==> src/rtl/period_meter.sv <==
// rtl/period_meter.sv - measures period and high time of a slow asynchronous square wave in clk cycles
module period_meter #(
    parameter int              CNT_W       = 32,
    parameter int              SYNC_STAGES = 2,
    parameter longint unsigned TIMEOUT     = 200_000_000
) (
    input  logic             clk,
    input  logic             rst,
    input  logic             sig_in,
    output logic [CNT_W-1:0] period,
    output logic [CNT_W-1:0] high_time,
    output logic             valid,
    output logic             locked,
    output logic             timeout,
    output logic [3:0]       edge_cnt
);

    localparam logic [1:0] IDLE   = 2'd0;
    localparam logic [1:0] ARMED  = 2'd1;
    localparam logic [1:0] LOCKED = 2'd2;

    localparam logic [CNT_W-1:0] TMO = CNT_W'(TIMEOUT);
    localparam logic [CNT_W-1:0] ONE = {{(CNT_W-1){1'b0}}, 1'b1};

    logic [SYNC_STAGES-1:0] sync;
    logic                   s;
    logic                   s_d;
    logic                   rise;
    logic                   fall;
    logic [CNT_W-1:0]       cnt;
    logic [CNT_W-1:0]       hi_lat;
    logic [1:0]             state;

    assign s    = sync[SYNC_STAGES-1];
    assign rise = s & ~s_d;
    assign fall = ~s & s_d;

    always_ff @(posedge clk) begin
        if (rst) begin
            sync <= '0;
            s_d  <= 1'b0;
        end else begin
            sync <= {sync[SYNC_STAGES-2:0], sig_in};
            s_d  <= s;
        end
    end

    // cnt saturates at TMO so a dead input can never wrap into a bogus period
    always_ff @(posedge clk) begin
        if (rst) begin
            cnt    <= '0;
            hi_lat <= '0;
        end else begin
            if (rise) begin
                cnt <= ONE;
            end else if (cnt < TMO) begin
                cnt <= cnt + ONE;
            end
            if (fall) begin
                hi_lat <= cnt;
            end
        end
    end

    // a rise always wins over a timeout landing on the same edge
    always_ff @(posedge clk) begin
        if (rst) begin
            state     <= IDLE;
            period    <= '0;
            high_time <= '0;
            valid     <= 1'b0;
            locked    <= 1'b0;
            timeout   <= 1'b0;
            edge_cnt  <= 4'd0;
        end else begin
            valid <= 1'b0;
            if (rise) begin
                edge_cnt <= edge_cnt + 4'd1;
                timeout  <= 1'b0;
                case (state)
                    IDLE: begin
                        state <= ARMED;
                    end
                    ARMED, LOCKED: begin
                        period    <= cnt;
                        high_time <= hi_lat;
                        valid     <= 1'b1;
                        locked    <= 1'b1;
                        state     <= LOCKED;
                    end
                    default: begin
                        state <= IDLE;
                    end
                endcase
            end else if (state != IDLE && cnt == TMO) begin
                state   <= IDLE;
                timeout <= 1'b1;
                locked  <= 1'b0;
            end
        end
    end

endmodule

==> config.mk <==
export PLATFORM = sky130hd
export DESIGN_NAME = period_meter
export DESIGN_NICKNAME = d
export VERILOG_FILES = /design/src/rtl/period_meter.sv
export SDC_FILE = /design/constraint.sdc
export NUM_CORES = 1
export LEC_CHECK = 0
export ABC_CLOCK_PERIOD_IN_PS = 2870
export CAP_MARGIN = 20
export CORE_AREA = 2 2 107 109
export DETAILED_ROUTE_END_ITERATION = 6
export DIE_AREA = 0 0 109 111
export GPL_TIMING_DRIVEN = 0
export PLACE_DENSITY = 0.72
export SYNTH_ARGS = -nofsm -noshare
export SYNTH_HDL_FRONTEND = slang
export SYNTH_SLANG_ARGS = --single-unit
==> constraint.sdc <==
create_clock -name clk -period 2.87 [get_ports clk]
set_input_delay 0.574 -clock clk [delete_from_list [all_inputs] [get_ports clk]]
set_output_delay 0.574 -clock clk [all_outputs]
set_load 0.02 [all_outputs]
== Word level (Yosys, flattened, before mapping) ==
Index checks and enable logic that the tools add are counted.

* Bitwise operators: 5
* Reduce and logical (&&, ||, !) cells: 10
* Eq/ne operators: 4
* Magnitude comparators: 1
* Muxes and demuxes: 9
* Add/subtract/negate cells: 2

{| class="wikitable"
|+ Operators with widths
! cell !! number
|-
| $add A32 B1 Y32 const B || 1
|-
| $eq A32 B28 Y1 const B || 1
|-
| $lt A32 B28 Y1 const B || 1
|-
| $mux W1 || 6
|-
| $reduce_bool A2 Y1 || 3
|-
| $reduce_or A2 Y1 || 3
|-
| $add A4 B1 Y4 const B || 1
|-
| $mux W2 || 2
|-
| $pmux W2 S2 || 1
|-
| $reduce_and A2 Y1 || 2
|-
| $not A1 Y1 || 3
|-
| $and A1 B1 Y1 || 2
|-
| $eq A2 B1 Y1 const B || 1
|-
| $eq A2 B2 Y1 const B || 1
|-
| $logic_not A2 Y1 || 1
|-
| $ne A2 B1 Y1 const B || 1
|-
| $logic_and A1 B1 Y1 || 1
|}

* Flip-flop bits (word level): 140
* Output and inout bits: 71
* Logic and storage cells: 43
* Input bits: 3

== Longest topological paths before layout ==
* Word-level depth: 4
* Depth in mapped cells: 8
* Gate-level depth less buffers: 7

== Least setup slack after synthesis ==
OpenSTA, ideal clock, no wires.

* Path type: register to register
* From: register cnt[28]
* To: register cnt[26]
* Cell stages (with the launch flop): 7
* Period minus slack after synthesis: 2,093 ps
* Data required time: 2,800 ps
* Buffers on the path: 1
* Setup slack: 777 ps
* Data arrival time: 2,022 ps
* Setup time: 70 ps
* Cells stage by stage: dfxtp_1 or4_4 nor4_4 nand4_1 buf_2 or4_1 a21oi_1

* Cells in the longest elaborated chain, start to end: 1

{| class="wikitable"
|+ RTL lines
! what !! RTL line !! RTL
|-
| start: declaration || 30 || <nowiki>logic [CNT_W-1:0] cnt;</nowiki>
|-
| start signal: assignment || 57 || <nowiki>cnt <= cnt + ONE;</nowiki>
|-
| $lt A32 B28 Y1 || 56 || <nowiki>end else if (cnt < TMO) begin</nowiki>
|}

Every way passes these cells.
A chain may end at the register's enable or synchronous reset.

== Worst setup path after layout ==
* From: register cnt[21]
* To: register cnt[13]

Same word-level chain as after synthesis.

==> impl_metrics.json <==
{
  "tightestPinTransition_ns": 0.700,
  "place_area_um2": 6270,
  "endpoint_kind": "register",
  "netlist_area_um2": 5380,
  "setup-tns-final_ns": 0,
  "reg2regPathDepth": 7,
  "crit_path_max_incr_delay_ns": 0.59,
  "cp_num_buf_inv": 2,
  "rsz0062_at_grt": "false",
  "outcome": "finished, final reports clean",
  "post_drt_via_cell_ratio": 5.37,
  "cp.required_ns": 3.22,
  "netlist_instances": 672,
  "fp.dieH_um": 111,
  "drive_above_1_share_pct": 4.64,
  "drt_iter0_markers": 376,
  "r2r_slack_ns": 0.33,
  "critPathLaunchType": "register",
  "path_cells": "clkbuf_1 -> and4_1 -> a41oi_1 -> clkbuf_1 -> nand4_1 -> or3_1 -> a21oi_1",
  "crit_arrival_ns": 2.89,
  "cts.clk_slew.worst_paths_ns": 0.06,
  "slew_headroom_pct": 53.2,
  "grt_antenna_before_repair": 0,
  "postCtsSetupBuffers": 0,
  "cp-startpoint": "cnt[21]$_SDFFE_PP0N_",
  "synth_edf_count": 0,
  "nFillCells": 979,
  "vias": 4932,
  "p_leak_nw": 2.21,
  "mostFrequentLayoutCells": "215 x nand2_1, 140 x dfxtp_1, 118 x a21oi_1",
  "drc": 0,
  "ys.flop_type": "dfxtp_1",
  "rr_startpoint": "cnt[21]$_SDFFE_PP0N_",
  "antenna_cells": 0,
  "grt_max_degree": 17,
  "worstSetupPathType": "reg2reg",
  "ios": 74,
  "drt_pass1_iterations": 6,
  "cts_made_buffers": 17,
  "antenna_left": 0,
  "hold_violations": 0,
  "wirelength_um": 13900,
  "cpMostUsedCell": "clkbuf_1",
  "place_hpwl_um": 9720,
  "initial_core_util_pct": 48.5,
  "cap_violations": 0,
  "fin_util_pct": 62.1,
  "clockRootBuffer": "clkbuf_16",
  "clock_skew_ns": 0.00906,
  "area_growth_pct": 28.0,
  "dieArea_um2": 12100,
  "fin_area_um2": 6880,
  "cts-resized-gates": 0,
  "yosys_warnings": 0,
  "grt_pass1_wl_um": 22900,
  "dp_cells": 887,
  "vdd_ir_drop_max_uv": 352,
  "grt_pass1_vias": 4717,
  "r2r-end": "cnt[13]$_SDFFE_PP0N_",
  "io_buffers": 72,
  "crit_fanout": 10,
  "clock.fmax_mhz": 394,
  "power_density_nw_per_um2": 622,
  "clock_latency_ns": 0.42,
  "avgSynthCellArea_um2": 8.00,
  "rows": 39,
  "hold_buffers": 0,
  "finalCritPeriodShare_pct": 88.4,
  "slowest_stage": "a41oi_1",
  "hold_class": "reg2reg",
  "synth_cell_type_count": 43,
  "fp.coreArea_um2": 11100,
  "async_reset_ff_share_pct": 0,
  "cts_max_level": 4,
  "grt_overflow": 0,
  "die_w_um": 109,
  "path_delay_family": "simple AND/OR/NAND/NOR gates",
  "final_common_cell": "nand2_1",
  "finalSetupViolCount": 0,
  "synth-seq-area-share_pct": 52.1,
  "clock-sinks": 140,
  "ys_ff_latch": 140,
  "final_net_count": 771,
  "finalWeightedCongestion": 0.892,
  "cts_tree": "yes",
  "grt_use_total_pct": 24.0,
  "synth_fp_nets": 680,
  "cp-endpoint": "cnt[13]$_SDFFE_PP0N_",
  "cts_buffer_depth": 2,
  "instances_no_fill": 919,
  "slew_viol_final": 0,
  "min_period_ns": 2.54,
  "path_depth": 7,
  "wl_per_cell_um": 15.1,
  "timing.hold.ws_ns": 0.450
}
## worst min-delay path, cell delays in order, from the launching register on
cell	delay, ns
dfxtp_1	0.30
nand2_1	0.05
a21oi_1	0.05
## cells by family after synthesis
group                      Yosys count  synth area share [%]
DFF                                140                  52.1
and+or+nand+nor                    315                  26.2
adders and majority gates            5                  1.16
xor gates and xnor gates             5                 0.815
AOI/OAI and AO/OA                  154                  15.9
buffers and inverters               53                  3.82
## final cells by class
| cell class | instances | area, um^2 | area share [%] |
|---|---|---|---|
| clock inverter | 10 | 140 | 2.04 |
| clock buffer | 22 | 464 | 6.75 |
| sequential | 140 | 2800 | 40.7 |
| tap | 143 | 179 | 2.60 |
| multi-input combinational | 479 | 2370 | 34.4 |
| buffer | 46 | 179 | 2.60 |
| timing repair buffer | 72 | 721 | 10.5 |
| inverter | 7 | 26.3 | 0.382 |
## report_power, final
| part | internal, mW | switching [mW] |
|---|---|---|
| registers | 1.95 | 0.00978 |
| logic | 0.0262 | 0.0782 |
| clock network | 1.41 | 0.800 |
| total | 3.39 | 0.888 |
## cells in the mapped netlist, drive strengths merged (7+ instances only)
cell type  number  area, um^2
nand2         215         807
dfxtp         140        2800
a21oi         118         591
clkbuf         38         143
nor2           22        82.6
o21ai          13        65.1
nand3          12        60.1
or3            11        68.8
nand4          10        62.6
or4            10        78.8
and2            8        50.1
buf             8        36.3
o31ai           8        60.1
inv             7        26.3
## routing by layer
metal	track usage (%)	part of all wire (%)	vias up
li1	-	-	2460
met1	32.3	45	2282
met2	36.6	46	173
met3	6.47	7.3	17
met4	8.97	1.4	0
met5	0	0	-
## registers in the layout, indices dropped and copies added, names as in the netlist
signal     flops
timeout        1
locked         1
sync           2
edge_cnt       4
valid          1
s_d            1
state          2
hi_lat        32
high_time     32
cnt           32
period        32
## how the worst min path moves through the flow
stage	from	slack, ns	cells after the start	end
2_1_floorplan	sync[0]$_SDFF_PP0_	0.41	1	sync[1]$_SDFF_PP0_
3_3_place_gp	state[1]$_SDFFE_PP0P_	0.43	1	state[1]$_SDFFE_PP0P_
3_5_place_dp	high_time[13]$_SDFFE_PP0P_	0.45	2	high_time[13]$_SDFFE_PP0P_
4_1_cts	high_time[13]$_SDFFE_PP0P_	0.45	2	high_time[13]$_SDFFE_PP0P_
5_1_grt	period[28]$_SDFFE_PP0P_	0.47	2	period[28]$_SDFFE_PP0P_
6_report	high_time[13]$_SDFFE_PP0P_	0.45	2	high_time[13]$_SDFFE_PP0P_
## metrics by stage
step	total power, mW	setup slack (ns)
4_1_cts	4.31	0.399
6_report	4.28	0.332
3_3_place_gp	2.10	0.404
2_1_floorplan	2.07	0.777
3_5_place_dp	2.11	0.425
5_1_grt	4.41	0.186
Power figures use the tool's default switching activity.
